<file path="src/rtl/execute_muldiv.sv">
// rtl/execute_muldiv.sv - iterative RV32M multiply/divide unit for the execute stage
module execute_muldiv #(
    parameter int XLEN           = 32,
    parameter int BITS_PER_CYCLE = 1,
    parameter int TAG_W          = 4
) (
    input  logic              clk,
    input  logic              reset,
    input  logic              start,
    input  logic [2:0]        op,
    input  logic [XLEN-1:0]   opA,
    input  logic [XLEN-1:0]   opB,
    input  logic [TAG_W-1:0]  tag_in,
    input  logic              kill,
    input  logic              stall,
    output logic              hold_out,
    output logic              valid_out,
    output logic [XLEN-1:0]   result_out,
    output logic [TAG_W-1:0]  tag_out
);

    localparam int N  = XLEN / BITS_PER_CYCLE;
    localparam int CW = $clog2(N + 1);

    localparam logic [2:0] OP_MUL    = 3'd0;
    localparam logic [2:0] OP_MULH   = 3'd1;
    localparam logic [2:0] OP_MULHSU = 3'd2;
    localparam logic [2:0] OP_DIV    = 3'd4;
    localparam logic [2:0] OP_REM    = 3'd6;

    localparam logic [XLEN-1:0] MIN_NEG = {1'b1, {(XLEN-1){1'b0}}};

    typedef enum logic [1:0] {
        IDLE = 2'd0,
        CALC = 2'd1,
        DONE = 2'd2
    } state_t;

    state_t state, state_nxt;

    // Iteration state: for multiply hi/lo is the 2*XLEN accumulator with the
    // multiplier in lo and opnd the multiplicand; for divide hi is the partial
    // remainder, lo shifts the dividend out and the quotient in, opnd the divisor.
    logic [CW-1:0]    count;
    logic [2:0]       op_q;
    logic [TAG_W-1:0] tag_q;
    logic             neg_q;
    logic [XLEN-1:0]  opnd_q;
    logic [XLEN-1:0]  hi_q;
    logic [XLEN-1:0]  lo_q;

    // Operand decode at the accept point
    logic             is_div_in;
    logic             a_signed, b_signed;
    logic             a_neg, b_neg;
    logic [XLEN-1:0]  a_mag, b_mag;
    logic             res_neg_in;
    logic             div_zero, div_ovf, special;
    logic [XLEN-1:0]  special_res;
    logic             accept;
    logic             finishing;

    // Iteration datapath
    logic [XLEN-1:0]   hi_s, lo_s;
    logic [XLEN:0]     shifted, diff, sum;
    logic [2*XLEN-1:0] prod, prod_c;
    logic [XLEN-1:0]   quot_c, rem_c;
    logic [XLEN-1:0]   final_res;

    // Decode signedness, magnitudes, result sign and the early-out cases
    always_comb begin
        is_div_in  = op[2];
        a_signed   = (op == OP_MULH) || (op == OP_MULHSU) || (op == OP_DIV) || (op == OP_REM);
        b_signed   = (op == OP_MULH) || (op == OP_DIV) || (op == OP_REM);
        a_neg      = a_signed && opA[XLEN-1];
        b_neg      = b_signed && opB[XLEN-1];
        a_mag      = a_neg ? (~opA + 1'b1) : opA;
        b_mag      = b_neg ? (~opB + 1'b1) : opB;
        // Remainder follows the dividend; products and quotients follow a xor b.
        res_neg_in = (op == OP_REM) ? a_neg : (a_neg ^ b_neg);
        div_zero   = is_div_in && (opB == '0);
        div_ovf    = ((op == OP_DIV) || (op == OP_REM)) && (opA == MIN_NEG) && (opB == '1);
        special    = div_zero || div_ovf;
        if (div_zero) begin
            special_res = op[1] ? opA : '1;
        end else begin
            special_res = op[1] ? '0 : opA;
        end
        accept    = start && !kill && ((state == IDLE) || ((state == DONE) && !stall));
        finishing = (state == CALC) && (count == CW'(1));
    end

    // BITS_PER_CYCLE shift-add or restoring shift-subtract steps, then sign fix-up
    always_comb begin
        hi_s    = hi_q;
        lo_s    = lo_q;
        shifted = '0;
        diff    = '0;
        sum     = '0;
        for (int i = 0; i < BITS_PER_CYCLE; i++) begin
            if (op_q[2]) begin
                shifted = {hi_s, lo_s[XLEN-1]};
                diff    = shifted - {1'b0, opnd_q};
                if (!diff[XLEN]) begin
                    hi_s = diff[XLEN-1:0];
                    lo_s = {lo_s[XLEN-2:0], 1'b1};
                end else begin
                    hi_s = shifted[XLEN-1:0];
                    lo_s = {lo_s[XLEN-2:0], 1'b0};
                end
            end else begin
                sum          = {1'b0, hi_s} + (lo_s[0] ? {1'b0, opnd_q} : {(XLEN+1){1'b0}});
                {hi_s, lo_s} = {sum, lo_s[XLEN-1:1]};
            end
        end
        prod   = {hi_s, lo_s};
        prod_c = neg_q ? (~prod + 1'b1) : prod;
        quot_c = neg_q ? (~lo_s + 1'b1) : lo_s;
        rem_c  = neg_q ? (~hi_s + 1'b1) : hi_s;
        case (op_q)
            3'd0:                final_res = prod_c[XLEN-1:0];
            3'd1, 3'd2, 3'd3:    final_res = prod_c[2*XLEN-1:XLEN];
            3'd4, 3'd5:          final_res = quot_c;
            default:             final_res = rem_c;
        endcase
    end

    // State register
    always_ff @(posedge clk) begin
        if (reset) begin
            state <= IDLE;
        end else begin
            state <= state_nxt;
        end
    end

    // Next-state logic; kill overrides everything but reset
    always_comb begin
        state_nxt = state;
        if (kill) begin
            state_nxt = IDLE;
        end else begin
            case (state)
                IDLE: begin
                    if (accept) begin
                        state_nxt = special ? DONE : CALC;
                    end
                end
                CALC: begin
                    if (count == CW'(1)) begin
                        state_nxt = DONE;
                    end
                end
                DONE: begin
                    if (stall) begin
                        state_nxt = DONE;
                    end else if (accept) begin
                        state_nxt = special ? DONE : CALC;
                    end else begin
                        state_nxt = IDLE;
                    end
                end
                default: state_nxt = IDLE;
            endcase
        end
    end

    // Outputs: result is valid in DONE; hold upstream while busy or about to be
    always_comb begin
        valid_out = (state == DONE);
        hold_out  = !reset && ((state == CALC)
                            || (start && !kill && !((state == DONE) && stall))
                            || ((state == DONE) && stall));
    end

    // Operand capture, iteration, and registered result/tag
    always_ff @(posedge clk) begin
        if (reset) begin
            count      <= '0;
            op_q       <= '0;
            tag_q      <= '0;
            neg_q      <= 1'b0;
            opnd_q     <= '0;
            hi_q       <= '0;
            lo_q       <= '0;
            result_out <= '0;
            tag_out    <= '0;
        end else if (kill) begin
            count <= '0;
        end else if (accept) begin
            op_q   <= op;
            tag_q  <= tag_in;
            neg_q  <= res_neg_in;
            hi_q   <= '0;
            opnd_q <= is_div_in ? b_mag : a_mag;
            lo_q   <= is_div_in ? a_mag : b_mag;
            if (special) begin
                count      <= '0;
                result_out <= special_res;
                tag_out    <= tag_in;
            end else begin
                count <= CW'(N);
            end
        end else if (state == CALC) begin
            hi_q  <= hi_s;
            lo_q  <= lo_s;
            count <= count - 1'b1;
            if (finishing) begin
                result_out <= final_res;
                tag_out    <= tag_q;
            end
        end
    end

endmodule

</file>
<file path="config.mk">
export PLATFORM = sky130hd
export DESIGN_NAME = execute_muldiv
export DESIGN_NICKNAME = d
export VERILOG_FILES = /design/src/rtl/execute_muldiv.sv
export SDC_FILE = /design/constraint.sdc
export NUM_CORES = 1
export LEC_CHECK = 0
export ABC_AREA = 1
export CAP_MARGIN = 20
export CORE_AREA = 2 2 210 212
export CTS_CLUSTER_DIAMETER = 200
export DETAILED_ROUTE_END_ITERATION = 8
export DIE_AREA = 0 0 212 214
export PLACE_DENSITY = 0.62
export SKIP_CTS_REPAIR_TIMING = 1
export SLEW_MARGIN = 25
export SYNTH_ARGS = -nofsm -noshare
export SYNTH_HDL_FRONTEND = slang
export SYNTH_SLANG_ARGS = --single-unit
</file>
<file path="constraint.sdc">
create_clock -name clk -period 11.3 [get_ports clk]
set_input_delay 1.695 -clock clk [delete_from_list [all_inputs] [get_ports clk]]
set_output_delay 1.695 -clock clk [all_outputs]
set_load 0.02 [all_outputs]
</file>
After elaboration in Yosys (flattened, before gate mapping)
Cells that the tools add are included.
{ "op_classes": {"n_bitwise": 7, "reduce_logical": 38, "addsub": 8, "eq_ne": 17, "n_mux": 38} }
{ "ops": {"columns": ["op", "count"], "rows": [
  ["32-bit two-way mux", 21],
  ["32-bit by 1-bit adder with 32-bit output (second input constant)", 4],
  ["32-bit inverter", 4],
  ["32-bit case mux with 3 select lines", 1],
  ["64-bit by 1-bit adder with 64-bit output (second input constant)", 1],
  ["32-bit == test (second input constant)", 2],
  ["64-bit two-way mux", 1],
  ["64-bit inverter", 1],
  ["32-bit by 32-bit adder with 33-bit output", 1],
  ["33-bit by 32-bit subtractor with 33-bit output", 1],
  ["32-bit logical NOT", 1],
  ["6-bit two-way mux", 3],
  ["4-bit two-way mux", 4],
  ["3-bit == test (second input constant)", 4],
  ["1-bit logical AND", 12],
  ["1-bit logical OR", 10],
  ["2-bit two-way mux", 5],
  ["3-bit by 2-bit == test with 1-bit output (second input constant)", 3],
  ["3-bit by 1-bit == test with 1-bit output (second input constant)", 2],
  ["6-bit by 1-bit == test with 1-bit output (second input constant)", 1],
  ["2-bit != test (second input constant)", 3],
  ["2-bit case mux with 3 select lines", 1],
  ["2-bit AND reduction", 3],
  ["6-bit by 1-bit subtractor with 6-bit output (second input constant)", 1],
  ["other kinds (12)", 18]
]} }
{ "totals": {"in_bits": 76, "out_inout_bits": 38, "regBits": 148, "elab_cells": 118} }

Depth between registers and ports, before layout
Gate-level depths: netlist of run 1.
{ "logic_depth": {"ltp_word": 10, "ltp_mapped": 40, "ltp_nobuf": 40} }

Worst setup path after synthesis of run 1
OpenSTA, ideal clock, no wires.
{ "synth_path": {"kind": "input to output", "startpoint": "input reset", "endpoint": "output hold_out", "arrival_ps": 2262, "setup_slack_ps": 7343, "cell_stages": 2, "required_time_ps": 9605, "path_cell_list": "clkbuf_1 a31oi_1"} }
{ "synth_between": {"elab_chain_len": 2} }
{ "synth_rtl": {"columns": ["item", "line", "text"], "rows": [
  ["from (decl)", "8", "input logic reset,"],
  ["1-bit logical NOT", "171", "hold_out = !reset && ((state == CALC)"],
  ["1-bit logical AND", "171", null],
  ["to (decl)", "16", "output logic hold_out,"]
]} }
No other way between the ends.

Worst setup path in the final report of run 1
{ "layout_path": {"startpoint": "register lo_q[31]", "endpoint": "register result_out[2]"} }
{ "layout_between": {"elab_chain_len": 10} }
{ "layout_rtl": {"columns": ["item", "line", "text"], "rows": [
  ["from (decl)", "50", "logic [XLEN-1:0] lo_q;"],
  ["from (signal assigned)", "196", "lo_q <= is_div_in ? a_mag : b_mag;"],
  ["from (signal assigned)", "206", "lo_q <= lo_s;"],
  ["33-bit by 32-bit subtractor with 33-bit output", "103", "diff = shifted - {1'b0, opnd_q};"],
  ["1-bit two-way mux / 32-bit two-way mux (equally long branches)", "104", "if (!diff[XLEN]) begin"],
  ["32-bit two-way mux", "101", "if (op_q[2]) begin"],
  ["64-bit inverter, or another cell as far along", "117", "prod_c = neg_q ? (~prod + 1'b1) : prod;"],
  ["64-bit by 1-bit adder with 64-bit output, or another cell as far along", "117", null],
  ["64-bit two-way mux, or another cell as far along", "117", null],
  ["32-bit case mux with 3 select lines *", "120", "case (op_q)"],
  ["32-bit two-way mux *", "208", "if (finishing) begin"],
  ["32-bit two-way mux *", "204", "end else if (state == CALC) begin"],
  ["32-bit two-way mux *", "190", "end else if (accept) begin"],
  ["to (signal assigned)", "199", "result_out <= special_res;"],
  ["to (signal assigned)", "209", "result_out <= final_res;"],
  ["to (decl)", "18", "output logic [XLEN-1:0] result_out,"]
]} }
Mark *: on every way between the ends. The rest lies on a longest branch, timed or not. The select of a mux whose other input is x is not followed.
A chain may end at the register's enable or synchronous reset.

==> flow_summary.toml, run 1 <==
[logic_synthesis]
syn_nets = 3318
synth_edf_count = 0
ys_warn_count = 0
syn_area_sq_um = 17500
synthFlopType = "dfxtp_1"
ys_seq_area_frac = 0.169
async_flop_share = 0
ys_ff_latch = 148
netlist_instances = 3169
synth_cell_types = 50
syn_area_per_cell_sq_um = 5.52

[cells_and_area]
area_growth_pct = 12.3
finalInstanceArea_sq_um = 19600
drive_gt1_frac = 0.0580
diodes = 0
fillers = 4724
nNetsFinal = 3358

[die]
num_io_pins = 114
die_y_um = 214
row_count = 76
core_area_sq_um = 42900
die-area_sq_um = 45400
die_w_um = 212
start_util = 0.408

[critical_path]
cp-start-kind = "flop"
critical_path.max_stage_delay_ns = 0.43
cp.arrival_ns = 5.95
crit_required_ns = 11.68
cp_max_fo = 29
worstSetupPathType = "flop to flop"
end_kind = "flop"
crit_top_cell = "nand2_1"
crit_slowest_cell = "nand2_2"

[clock_network]
cts_root_buffer = "clkbuf_16"
path_clk_slew_ns = 0.06
clock_latency_ns = 0.46
cts_max_path_buffers = 2
htreeDepth = 4
cts_inserted_buffers = 17
clock_sinks = 148
cts_tree = "yes"

[global_routing]
track_usage = 0.353
overflow = 0
grt_pass1_vias = 19769
grt_antenna_before_repair = 2
grt_max_degree = 95
grt_pass1_wl_um = 121000

[place]
dpl_cell_area_sq_um = 19000
io_buffers = 113
dpl.hpwl_um = 65100
place_congestion = 1.08

[timing]
slew_headroom = 0.302
finalMaxSlewViolations = 0
rsz0062_at_grt = "false"
fin_crit_sh = 0.493
finalSetupViolations = 0
worst_slew_pin_slew_ns = 1.04
hold_viol = 0
setup_tns_ns = 0
fmax_mhz = 179
finalCriticalPeriod_ns = 5.57
fin_worst_skew_ns = 0.0135
holdWs_ns = 0.482

[routing]
dr_total_vias = 21172
first_pass_iters = 6
drt_iter0_drc = 2405
routedWlPerCell_um = 21.2
drcViolationCount = 0
drt.antenna.violating_nets = 0
finalWirelength_um = 80600
viasPerCell = 5.56

[hold_path]
hp-class = "flop to flop"

[power]
ir_drop_v = 0.000106
p_per_area_nw_per_um2 = 99.3
p_leak_nw = 9.94
power_mw = 1.95

[status]
status = "finished clean"

[run]
maxCapViolCount = 0
## cells in the final DEF, fill, tap and decap left out, types with 24 or more instances in the layout
| master | instances |
|---|---|
| nor2_1 | 320 |
| nand4_1 | 35 |
| ha_1 | 71 |
| dfxtp_1 | 146 |
| nand2_2 | 54 |
| o211ai_1 | 24 |
| nand2_1 | 872 |
| inv_1 | 494 |
| buf_4 | 25 |
| o21ai_0 | 220 |
| o221ai_1 | 26 |
| nor3_1 | 36 |
| xnor2_1 | 26 |
| clkdlybuf4s50_1 | 112 |
| nand3_1 | 217 |
| xor2_1 | 69 |
| a21oi_1 | 224 |
## Yosys cell counts, types with 2 or more instances
library cell,instances,area (sq um)
o21bai_1,8,60.1
nor2_4,5,56.3
nor2_2,15,93.8
or2_2,14,87.6
o21a_1,2,15.0
a21oi_1,225,1130
o211ai_1,24,180
o221ai_1,26,228
inv_2,9,33.8
a22oi_1,21,158
nand3_1,217,1090
nand2_1,873,3280
o31ai_1,4,30.0
xor2_1,69,604
buf_1,13,48.8
inv_1,498,1870
ha_1,71,888
dfxtp_1,148,2960
buf_4,2,15.0
clkbuf_1,77,289
a211oi_1,4,30.0
and2_1,2,12.5
nand2_4,2,22.5
a21o_1,6,45.0
nor2_1,324,1220
fa_1,2,40.0
nor4_1,11,68.8
buf_6,3,33.8
a31oi_1,16,100
o22ai_1,23,144
clkinv_1,5,18.8
o21ai_0,220,1100
nand2_2,53,332
nand3_2,12,120
a221oi_1,2,17.5
mux2i_1,4,40.0
buf_2,21,105
xnor2_1,26,228
o21ai_2,2,17.5
o21ai_1,13,65.1
nand4_1,35,219
nand3b_1,15,113
nor3_1,36,180
a21oi_2,5,43.8
## final cells by class
class,count,area [sq um],area share
clock buffer,19,443,0.0226
inverter,512,1920,0.0979
multi-input combinational,2392,12100,0.617
clock inverter,13,150,0.00765
sequential,148,2970,0.151
tap,585,732,0.0373
timing repair buffer,138,1310,0.0669
## where the power goes
group / total, mW / internal [mW] / switching [mW]
registers: 0.567 / 0.546 / 0.0205
logic: 0.792 / 0.236 / 0.556
clock network: 0.591 / 0.334 / 0.257
## routing by layer
layer | up-vias | track usage | part of all wire
li1 | 10251 | - | -
met2 | 1030 | 0.563 | 0.45
met1 | 9681 | 0.457 | 0.41
met4 | 2 | 0.205 | 0.066
met5 | - | 0 | 0.000087
met3 | 208 | 0.0446 | 0.074
## kinds of logic after synthesis
family,after synthesis,share of synthesized area
adder cells (fa/ha/maj),73,0.0531
AND/OR/NAND/NOR,1618,0.396
buffers and inverters,629,0.139
flip-flops,148,0.169
multiplexers,4,0.00229
AO/OA/AOI/OAI,602,0.193
XOR/XNOR,95,0.0476
## state kept, by name (all words and copies together) (netlist names)
signal / count
hi_q: 32
lo_q: 32
opnd_q: 32
result_out: 32
count: 6
tag_out: 4
tag_q: 4
op_q: 3
state: 2
neg_q: 1
## through the flow
stage               setup WS [ns]  std cells  utilization
global placement             5.34       3775        0.444
floorplan                    7.34       3169            -
CTS                          5.82       3807        0.458
detailed placement           5.50       3775        0.444
global route                 5.21       3807        0.458
finish                       5.73       3807        0.458
## worst max-delay path, delay by kind of cell, from the launching register on
family,cells,cell delay [ns]
buffers and inverters,7,0.53
and+or+nand+nor,25,3.54
xor gates and xnor gates,1,0.17
adders and majority gates,3,0.77
AOI/OAI and AO/OA,1,0.17
DFF,1,0.31
## worst paths after layout
kind,to,cells past startpoint,slack [ns],start
setup reg to reg,result_out[2],37,5.73,lo_q[31]
hold / removal,count[1],2,0.48,count[1]
setup / recovery,result_out[2],37,5.73,lo_q[31]
hold reg to reg,count[1],2,0.48,count[1]
Power figures use the tool's default switching activity.
==> inputs of run 2 (changes only) <==
clock period = 5.7 ns   (was 11.3 ns; I/O delays follow)
==> flow_summary.toml, run 2 (synthesis results as in run 1) <==
[cells_and_area]
fin_cells = 3830
layout_commonest_cell = "nand2_1"
finalInstanceArea_sq_um = 19800
multi_input_area_sq_um = 12100
drive_gt1_frac = 0.0641
nNetsFinal = 3380
fillers = 4725
area_growth_pct = 13.2
most-common-layout-cells = "nand2_1 (872), inv_1 (497), nor2_1 (320), a21oi_1 (224), o21ai_0 (220)"
ff_latch_area_sq_um = 2970

[timing]
finalMaxSlewViolations = 0
fmax_mhz = 204
fin_crit_sh = 0.860
finalCriticalPeriod_ns = 4.90
worst_slew_pin_slew_ns = 0.998
hold_viol = 0
rsz0062_at_grt = "false"
finalSetupViolations = 0
fin_worst_skew_ns = 0.0108
slew_headroom = 0.328
setup_tns_ns = 0

[place]
dpl.hpwl_um = 69100
io_buffers = 113
dp.cells = 3797
dpl_cell_area_sq_um = 19200
place_congestion = 1.06

[routing]
drt.antenna.violating_nets = 0
drcViolationCount = 0
finalWirelength_um = 85900
first_pass_iters = 6
routedWlPerCell_um = 22.4
dr_total_vias = 21542
viasPerCell = 5.62
drt_iter0_drc = 2520

[critical_path]
cp.arrival_ns = 5.25
crit_top_cell = "nand2_1"
crit_slowest_cell = "fa_1"
end_kind = "flop"
r2r_start = "lo_q[31]"
reg2reg_setup_slack_ns = 0.80
crit_required_ns = 6.04
r2r_end = "result_out[0]"
critical_path.max_stage_delay_ns = 0.42
cp-start-kind = "flop"
cp_max_fo = 9
reg2regPathDepth = 37
worstSetupPathType = "flop to flop"

[clock_network]
htreeDepth = 4
cts_inserted_buffers = 17
path_clk_slew_ns = 0.07
cts_tree = "yes"
cts_max_path_buffers = 2
clock_latency_ns = 0.47
cts_root_buffer = "clkbuf_16"
clock_sinks = 148

[die]
core_area_sq_um = 42900
start_util = 0.408
die-area_sq_um = 45400
num_io_pins = 114
die_y_um = 214
row_count = 76
die_w_um = 212

[power]
p_leak_nw = 10.0
ir_drop_v = 0.000241
p_per_area_nw_per_um2 = 197
power_mw = 3.89

[global_routing]
grt_max_degree = 62
grt_antenna_before_repair = 0
grt_pass1_vias = 19995
overflow = 0
grt_pass1_wl_um = 126000
track_usage = 0.374

[hold_path]
whs_endpoint = "count[1]"
holdPathStages = 2
min_from = "count[1]"
hp-class = "flop to flop"

[status]
status = "finished clean"

[run]
maxCapViolCount = 0
run 2: changes by cell type in the layout (fill, tap and decap cells not counted):
cell	before	now
buf_4	25	47
bufinv_16	2	1
clkbuf_1	1	0
clkbuf_8	1	2
clkinv_1	6	5
clkinv_2	1	3
clkinv_4	5	1
clkinvlp_4	2	4
diode_2	0	1
inv_1	494	497
inv_2	12	10
inv_8	0	1
run 2: final cells by class:
| type | instances | area share |
|---|---|---|
| Antenna cell | 1 | 0.000126 |
| Clock buffer | 19 | 0.0229 |
| Clock inverter | 13 | 0.00613 |
| Inverter | 512 | 0.0971 |
| Multi-Input combinational cell | 2392 | 0.612 |
| Sequential cell | 148 | 0.150 |
| Tap cell | 585 | 0.0370 |
| Timing Repair Buffer | 160 | 0.0748 |
run 2: worst max path at each step:
stage,cells after the start,startpoint,endpoint,slack (ns)
2_1_floorplan,37,lo_q[31],result_out[0],1.81
3_3_place_gp,37,lo_q[31],result_out[0],0.96
3_5_place_dp,38,lo_q[31],result_out[22],0.93
4_1_cts,38,lo_q[31],result_out[22],0.90
5_1_grt,38,lo_q[31],result_out[18],0.23
6_report,37,lo_q[31],result_out[0],0.80
run 2: worst max-delay path, delay by kind of cell, from the launching register on:
kind                       cells  cell delay, ns
buffers and inverters          8            0.71
adders and majority gates      3            0.76
AOI/OAI and AO/OA              3            0.37
and+or+nand+nor               23            2.65
DFF                            1            0.31
run 2: metal layers:
metal  global-route usage  part of all wire
met2                0.595              0.44
met3               0.0572             0.085
met5                    0                 0
met4                0.236             0.071
met1                0.471              0.40
run 2: power by group:
part           internal, mW  switching (mW)  total [mW]
clock                 0.629           0.554        1.18
sequential             1.08          0.0427        1.13
combinational         0.473            1.11        1.58
run 2: stage by stage:
step,hold WS (ns),worst slack (ns),utilization
floorplan,0.458,1.81,-
global placement,0.473,0.962,0.448
detailed placement,0.481,0.926,0.448
CTS,0.492,0.904,0.461
global route,0.524,0.233,0.461
finish,0.489,0.797,0.461
